$ cat config.mk
export PLATFORM = sky130hd
export DESIGN_NAME = adder_16_flat
export DESIGN_NICKNAME = d
export VERILOG_FILES = /design/src/rtl/adder_16_if.sv /design/src/rtl/adder_16.sv /design/src/flat_wrapper.sv
export SDC_FILE = /design/constraint.sdc
export NUM_CORES = 1
export LEC_CHECK = 0
export BUFFER_PORTS_ARGS = -buffer_cell sky130_fd_sc_hd__buf_2
export CAP_MARGIN = 40
export CORE_ASPECT_RATIO = 1.2
export CORE_UTILIZATION = 41
export DETAILED_ROUTE_END_ITERATION = 8
export GPL_ROUTABILITY_DRIVEN = 0
export MAX_ROUTING_LAYER = met4
export PLACE_DENSITY = 0.75
export SLEW_MARGIN = 20
export SYNTH_ARGS = -nofsm -noshare
export SYNTH_HDL_FRONTEND = slang
export SYNTH_SLANG_ARGS = --single-unit
$ cat constraint.sdc
create_clock -name clk -period 2.1 [get_ports clk]
set_clock_uncertainty 0.05 [all_clocks]
set_input_delay 0.315 -clock clk [delete_from_list [all_inputs] [get_ports clk]]
set_output_delay 0.315 -clock clk [all_outputs]
set_load 0.02 [all_outputs]
$ cat src/rtl/adder_16_if.sv
// Operand/result bundle for adder_16: the master drives operands and carry-in,
// the slave (the adder) returns the registered sum and carry-out.
interface adder_16_if;
    logic [15:0] a;
    logic [15:0] b;
    logic        cin;
    logic [15:0] s;
    logic        cout;

    modport master (
        output a,
        output b,
        output cin,
        input  s,
        input  cout
    );

    modport slave (
        input  a,
        input  b,
        input  cin,
        output s,
        output cout
    );
endinterface : adder_16_if

$ cat src/rtl/adder_16.sv
// Registered 16-bit adder with carry-in/carry-out built from four 4-bit
// carry-lookahead groups and a second-level lookahead unit.
module adder_16 (
    input  logic       clk,
    input  logic       rst,
    adder_16_if.slave  bus
);

    logic [15:0] w_g;
    logic [15:0] w_p;
    logic [3:0]  w_gg;
    logic [3:0]  w_gp;
    logic [4:0]  w_gc;
    logic [15:0] w_c;
    logic [15:0] w_sum;

    logic [15:0] r_s;
    logic        r_cout;

    assign w_g = bus.a & bus.b;
    assign w_p = bus.a ^ bus.b;

    // Group generate/propagate, then per-bit carries from the group carry-in.
    for (genvar k = 0; k < 4; k++) begin : g_group
        localparam int B = 4 * k;

        assign w_gg[k] = w_g[B+3]
                       | (w_p[B+3] & w_g[B+2])
                       | (w_p[B+3] & w_p[B+2] & w_g[B+1])
                       | (w_p[B+3] & w_p[B+2] & w_p[B+1] & w_g[B]);
        assign w_gp[k] = &w_p[B+3:B];

        assign w_c[B]   = w_gc[k];
        assign w_c[B+1] = w_g[B] | (w_p[B] & w_gc[k]);
        assign w_c[B+2] = w_g[B+1]
                        | (w_p[B+1] & w_g[B])
                        | (w_p[B+1] & w_p[B] & w_gc[k]);
        assign w_c[B+3] = w_g[B+2]
                        | (w_p[B+2] & w_g[B+1])
                        | (w_p[B+2] & w_p[B+1] & w_g[B])
                        | (w_p[B+2] & w_p[B+1] & w_p[B] & w_gc[k]);
    end

    // Second-level lookahead: c4, c8, c12 and carry-out all flattened from cin.
    assign w_gc[0] = bus.cin;
    assign w_gc[1] = w_gg[0] | (w_gp[0] & bus.cin);
    assign w_gc[2] = w_gg[1]
                   | (w_gp[1] & w_gg[0])
                   | (w_gp[1] & w_gp[0] & bus.cin);
    assign w_gc[3] = w_gg[2]
                   | (w_gp[2] & w_gg[1])
                   | (w_gp[2] & w_gp[1] & w_gg[0])
                   | (w_gp[2] & w_gp[1] & w_gp[0] & bus.cin);
    assign w_gc[4] = w_gg[3]
                   | (w_gp[3] & w_gg[2])
                   | (w_gp[3] & w_gp[2] & w_gg[1])
                   | (w_gp[3] & w_gp[2] & w_gp[1] & w_gg[0])
                   | (w_gp[3] & w_gp[2] & w_gp[1] & w_gp[0] & bus.cin);

    assign w_sum = w_p ^ w_c;

    // NOTE: non-blocking assignments keep every register update simultaneous at the edge.
    always_ff @(posedge clk) begin
        if (rst) begin
            r_s    <= 16'd0;
            r_cout <= 1'b0;
        end else begin
            r_s    <= w_sum;
            r_cout <= w_gc[4];
        end
    end

    assign bus.s    = r_s;
    assign bus.cout = r_cout;

endmodule : adder_16

$ cat src/flat_wrapper.sv
// flat-port wrapper written by rule: the top's interface ports become plain ports
module adder_16_flat 
  (clk, rst, bus_a, bus_b, bus_cin, bus_s, bus_cout);
  adder_16_if bus_i ();
  input  logic clk;
  input  logic rst;
  input wire logic [$bits(bus_i.a)-1:0] bus_a;
  input wire logic [$bits(bus_i.b)-1:0] bus_b;
  input wire logic [$bits(bus_i.cin)-1:0] bus_cin;
  output wire logic [$bits(bus_i.s)-1:0] bus_s;
  output wire logic [$bits(bus_i.cout)-1:0] bus_cout;
  assign bus_i.a = bus_a;
  assign bus_i.b = bus_b;
  assign bus_i.cin = bus_cin;
  assign bus_s = bus_i.s;
  assign bus_cout = bus_i.cout;
  adder_16 u_core (.clk(clk), .rst(rst), .bus(bus_i));
endmodule
======== Word-level counts from Yosys, hierarchy flattened ========
Cells that the tools add are included.
storage, ports and cells
  register bits ........................... 17
  bits of input ports ..................... 35
  output and inout bits ................... 17
  word-level logic and storage cells ...... 127
operators by class
  bitwise logic cells ..................... 121
  reduce and logical (&&, ||, !) cells .... 4
operator list
  cell              number
  $and 1x1->1       72
  $or 1x1->1        46
  $xor 16x16->16    2
  $and 16x16->16    1
  $reduce_and 4->1  4

======== Depth between registers and ports, before layout ========
  depth after elaboration ................. 12
  depth in mapped cells ................... 8
  mapped depth without buffers ............ 8

======== Worst setup path before layout ========
Ideal clock, no wire load.
  path kind ............................... input-to-reg
  start point ............................. input port bus_b[1]
  end point ............................... register u_core.r_s[12], in the netlist u_core.bus.s[12]
  setup time .............................. 125 ps
  data arrival time ....................... 1965 ps
  data required time ...................... 1925 ps
  path slack .............................. -40 ps
  stages .................................. 7
  buffers on the path ..................... 0
  path through ............................ ha_1 > o21ai_1 > o21a_1 > o31a_4 > o21ai_1 > fa_1 > nor2b_1
between the ends
  cells in the longest elaborated chain, start to end .. 8
  elaborated cells between the ends (all ways) .. 14
  classes of those cells .................. bitwise (13); reduce/logical (1)
ends and longest elaborated chain
  what                                                     RTL line                        RTL
  start: declaration                                       flat_wrapper.sv:8               input wire logic [$bits(bus_i.b)-1:0] bus_b;
  $and 16x16->16 / $xor 16x16->16 (equally long branches)  adder_16.sv:20, adder_16.sv:21
  $and 1x1->1, on equally long branches                    adder_16.sv:29, adder_16.sv:30
  $or 1x1->1 / $and 1x1->1 (equally long branches)         adder_16.sv:29, adder_16.sv:30
  $or 1x1->1                                               adder_16.sv:30                  | (w_p[B+3] & w_p[B+2] & w_p[B+1] & w_g[B]);
  $and 1x1->1                                              adder_16.sv:52                  | (w_gp[2] & w_gp[1] & w_gg[0])
  $or 1x1->1                                               adder_16.sv:52
  $or 1x1->1 *                                             adder_16.sv:53                  | (w_gp[2] & w_gp[1] & w_gp[0] & bus.cin);
  $xor 16x16->16 *                                         adder_16.sv:60                  assign w_sum = w_p ^ w_c;
  net u_core.w_sum[12]                                     adder_16.sv:15                  logic [15:0] w_sum;
  end signal: assignment                                   adder_16.sv:68                  r_s <= w_sum;
  end: declaration                                         adder_16.sv:17                  logic [15:0] r_s;
Mark *: on every way through the listed nets, which the timed path passes. The rest lies on a longest branch.
A chain may end at the register's enable or synchronous reset.

======== Final worst setup path ========
  start point ............................. input port bus_b[0]
  end point ............................... register u_core.r_s[13], in the netlist u_core.bus.s[13]
between the ends
  cells in the longest elaborated chain, start to end .. 9
  elaborated cells between the ends (all ways) .. 13
  classes of those cells .................. bitwise (12); reduce/logical (1)
ends and longest elaborated chain
  what              RTL line        RTL
  $and 16x16->16    adder_16.sv:20  assign w_g = bus.a & bus.b;
  $and 1x1->1       adder_16.sv:30
  $or 1x1->1        adder_16.sv:30
  $and 1x1->1       adder_16.sv:52
  $or 1x1->1        adder_16.sv:52
  $or 1x1->1 *      adder_16.sv:53
  $and 1x1->1 *     adder_16.sv:34  assign w_c[B+1] = w_g[B] | (w_p[B] & w_gc[k]);
  $or 1x1->1 *      adder_16.sv:34
  $xor 16x16->16 *  adder_16.sv:60
Every way passes the cells marked *; elsewhere a longest branch is shown, timed or not.

==> metrics.md <==
| Metric | Value |
|---|---|
| Status | `completed` |
| Avg Synthesized Cell Area | `9.64 µm²` |
| Post-synth ARST share | `0` |
| Critical path arrival | `2.13 ns` |
| Peak supply drop | `0.269 mV` |
| Worst Setup End Kind | `register` |
| Dpl ws | `-0.185 ns` |
| CTS tree | `yes` |
| First-pass GRT wire length | `3880 µm` |
| Htree depth | `1` |
| Rows | `20` |
| Pre-Repair DR Iteration Count | `4` |
| Die area | `2870 µm²` |
| Number of port buffers | `51` |
| Final wirelength | `2270 µm` |
| Vias/cell | `5.00` |
| Pin count of the biggest net entering global routing | `19` |
| Most used DFF post-synth | `dfxtp_1` |
| Relative slew slack | `0.793` |
| Post-synthesis cell type count | `33` |
| Sequential-to-total area share from yosys stat | `0.312` |
| Max-cap viol count | `0` |
| Yosys reg bits | `17` |
| First DRT Iteration DRCs | `29` |
| Final hold slack | `0.328 ns` |
| Filler cells | `243` |
| Clock slew at reported path FFs | `0.09 ns` |
| Routed via count | `1025` |
| Final Cycle Share | `0.954` |
| Post-synth top cells | `dfxtp_1 (17), ha_1 (16), nor2_1 (12)` |
| Worst-margin pin slew | `0.311 ns` |
| Synth Instances | `113` |
| Gr usage total | `0.187` |
| Vias in the first global route | `1051` |
| Leading area contributor after synthesis | `dfxtp_1` |
| Area delta synth->final | `33.4%` |
| WL per Instance | `11.1 µm` |
| EDFF count, synth | `0` |
| Longest Clk Path Bufs | `2` |
| Warnings from Yosys | `0` |
| Fin nets | `228` |
| Syn nets | `168` |
| Clock root buffer | `clkbuf_4` |
| Register area | `340 µm²` |
| Count leader, synth | `dfxtp_1` |
| Fmax | `0.499 GHz` |
| Leakage | `0.000748 µW` |
| Final HPWL DP | `1920 µm` |
| Power density over the cells | `628 nW/µm²` |
| Critical path type | `primary input to register` |
| Setup-failing EPs final | `0` |
| Die W | `49.1 µm` |
| Post-synth top area share | `0.312` |
| GRT overflow | `0` |
| Clock Sinks | `17` |
| Max Slew Vio Count | `0` |
| CTS Buf Count | `3` |
| Antenna viol nets, final | `0` |
| Ports | `52` |
| Fin worst setup slack | `0.0960 ns` |
| Post-route DRC | `0` |
| Critical path startpoint category | `primary input` |
| RSZ-0062 raised after global routing | `false` |
| Crit path to | `u_core.bus.s[13]` |
| Initial core utilization | `0.431` |
| Hold Path Class | `primary input to register` |
| Core area | `2530 µm²` |
| Area of the multi-input gates | `727 µm²` |
| Ant diodes | `0` |
| Die Ht | `58.5 µm` |
| Fin crit period | `2.00 ns` |
| Critical path origin | `bus_b[0]` |
| Hold Fails Final Rpt | `0` |
| CP Max Fanout | `3` |
| Worst Path Required | `2.22 ns` |
| Post-Syn Area | `1090 µm²` |
| Layout cells sized above 1 | `0.390` |
| Synth top area cells | `dfxtp_1 (31%), ha_1 (18%), fa_1 (7.3%)` |
| Initial antenna violation count | `0` |
[cell usage in the layout (no fill, tap or decap), types with 4 or more instances in the layout]
master,Yosys,routed
nor2b_1,4,4
buf_2,0,51
inv_1,4,4
ha_1,16,16
a211oi_1,5,5
dfxtp_1,17,17
buf_4,0,6
nor2_1,12,12
a21oi_1,7,7
xnor2_1,6,6
fa_1,4,4
[what timing repair did]
action                                  in CTS  in global routing
hold buffers                                 0                  0
buffers inserted                             0                  0
gates resized for setup                      0                  1
endpoints found under the setup margin       0                  1
[metal layers]
layer / vias up / routed length, µm / track usage
met2: 33 / 1260 / 0.342
met4: 0 / 81 / 0.160
met3: 8 / 94 / 0.0310
li1: 526 / - / -
met5: - / 0 / -
met1: 458 / 829 / 0.166
[flip-flops by register name (all words and copies together), names as in the netlist]
signal,flops
u_core.bus.s,16
u_core.bus.cout,1
[where the power goes]
| part | leakage, µW | switching, µW | total, µW | internal [µW] |
|---|---|---|---|---|
| clock | 0.0000150 | 93.8 | 168 | 73.8 |
| sequential | 0.000142 | 9.58 | 374 | 365 |
| combinational | 0.000591 | 201 | 372 | 171 |
[metrics by stage]
step | setup TNS, ns | std cells | instance area [µm²] | total power [µW] | util
finish | 0 | 205 | 1450 | 913 | 0.575
global route | 0 | 205 | 1450 | 986 | 0.575
CTS | 0 | 205 | 1450 | 922 | 0.575
detailed placement | -1.07 | 201 | 1430 | 754 | 0.565
global placement | -0.654 | 201 | 1430 | 737 | 0.565
floorplan | 0 | 113 | 1090 | 624 | -
[logic make-up after synthesis]
group / synth area share
flops: 0.312
compound gates: 0.197
xor+xnor: 0.0723
buf+inv: 0.0241
simple gates: 0.137
fa+ha+maj: 0.257
[worst min path at each step]
stage	start	end	slack (ns)	cells after the start
global placement	rst	u_core.bus.s[0]	0.62	2
finish	rst	u_core.bus.s[0]	0.33	2
detailed placement	rst	u_core.bus.s[0]	0.63	2
CTS	rst	u_core.bus.s[0]	0.33	2
global route	rst	u_core.bus.s[0]	0.34	2
floorplan	bus_a[12]	u_core.bus.s[12]	0.53	2
[critical path, stage by stage]
cell,delay (ns)
buf_2,0.11
ha_1,0.31
a211oi_1,0.32
o21a_1,0.21
o31a_4,0.16
o21ai_2,0.06
fa_1,0.38
xnor2_1,0.20
nor2_1,0.06
[cell type report]
class,count,share of cell area
Multi-Input combinational cell,89,0.500
Inverter,5,0.0129
Timing Repair Buffer,57,0.207
Sequential cell,17,0.234
Clock buffer,4,0.0181
Tap cell,33,0.0284
Power figures use the tool's default switching activity.
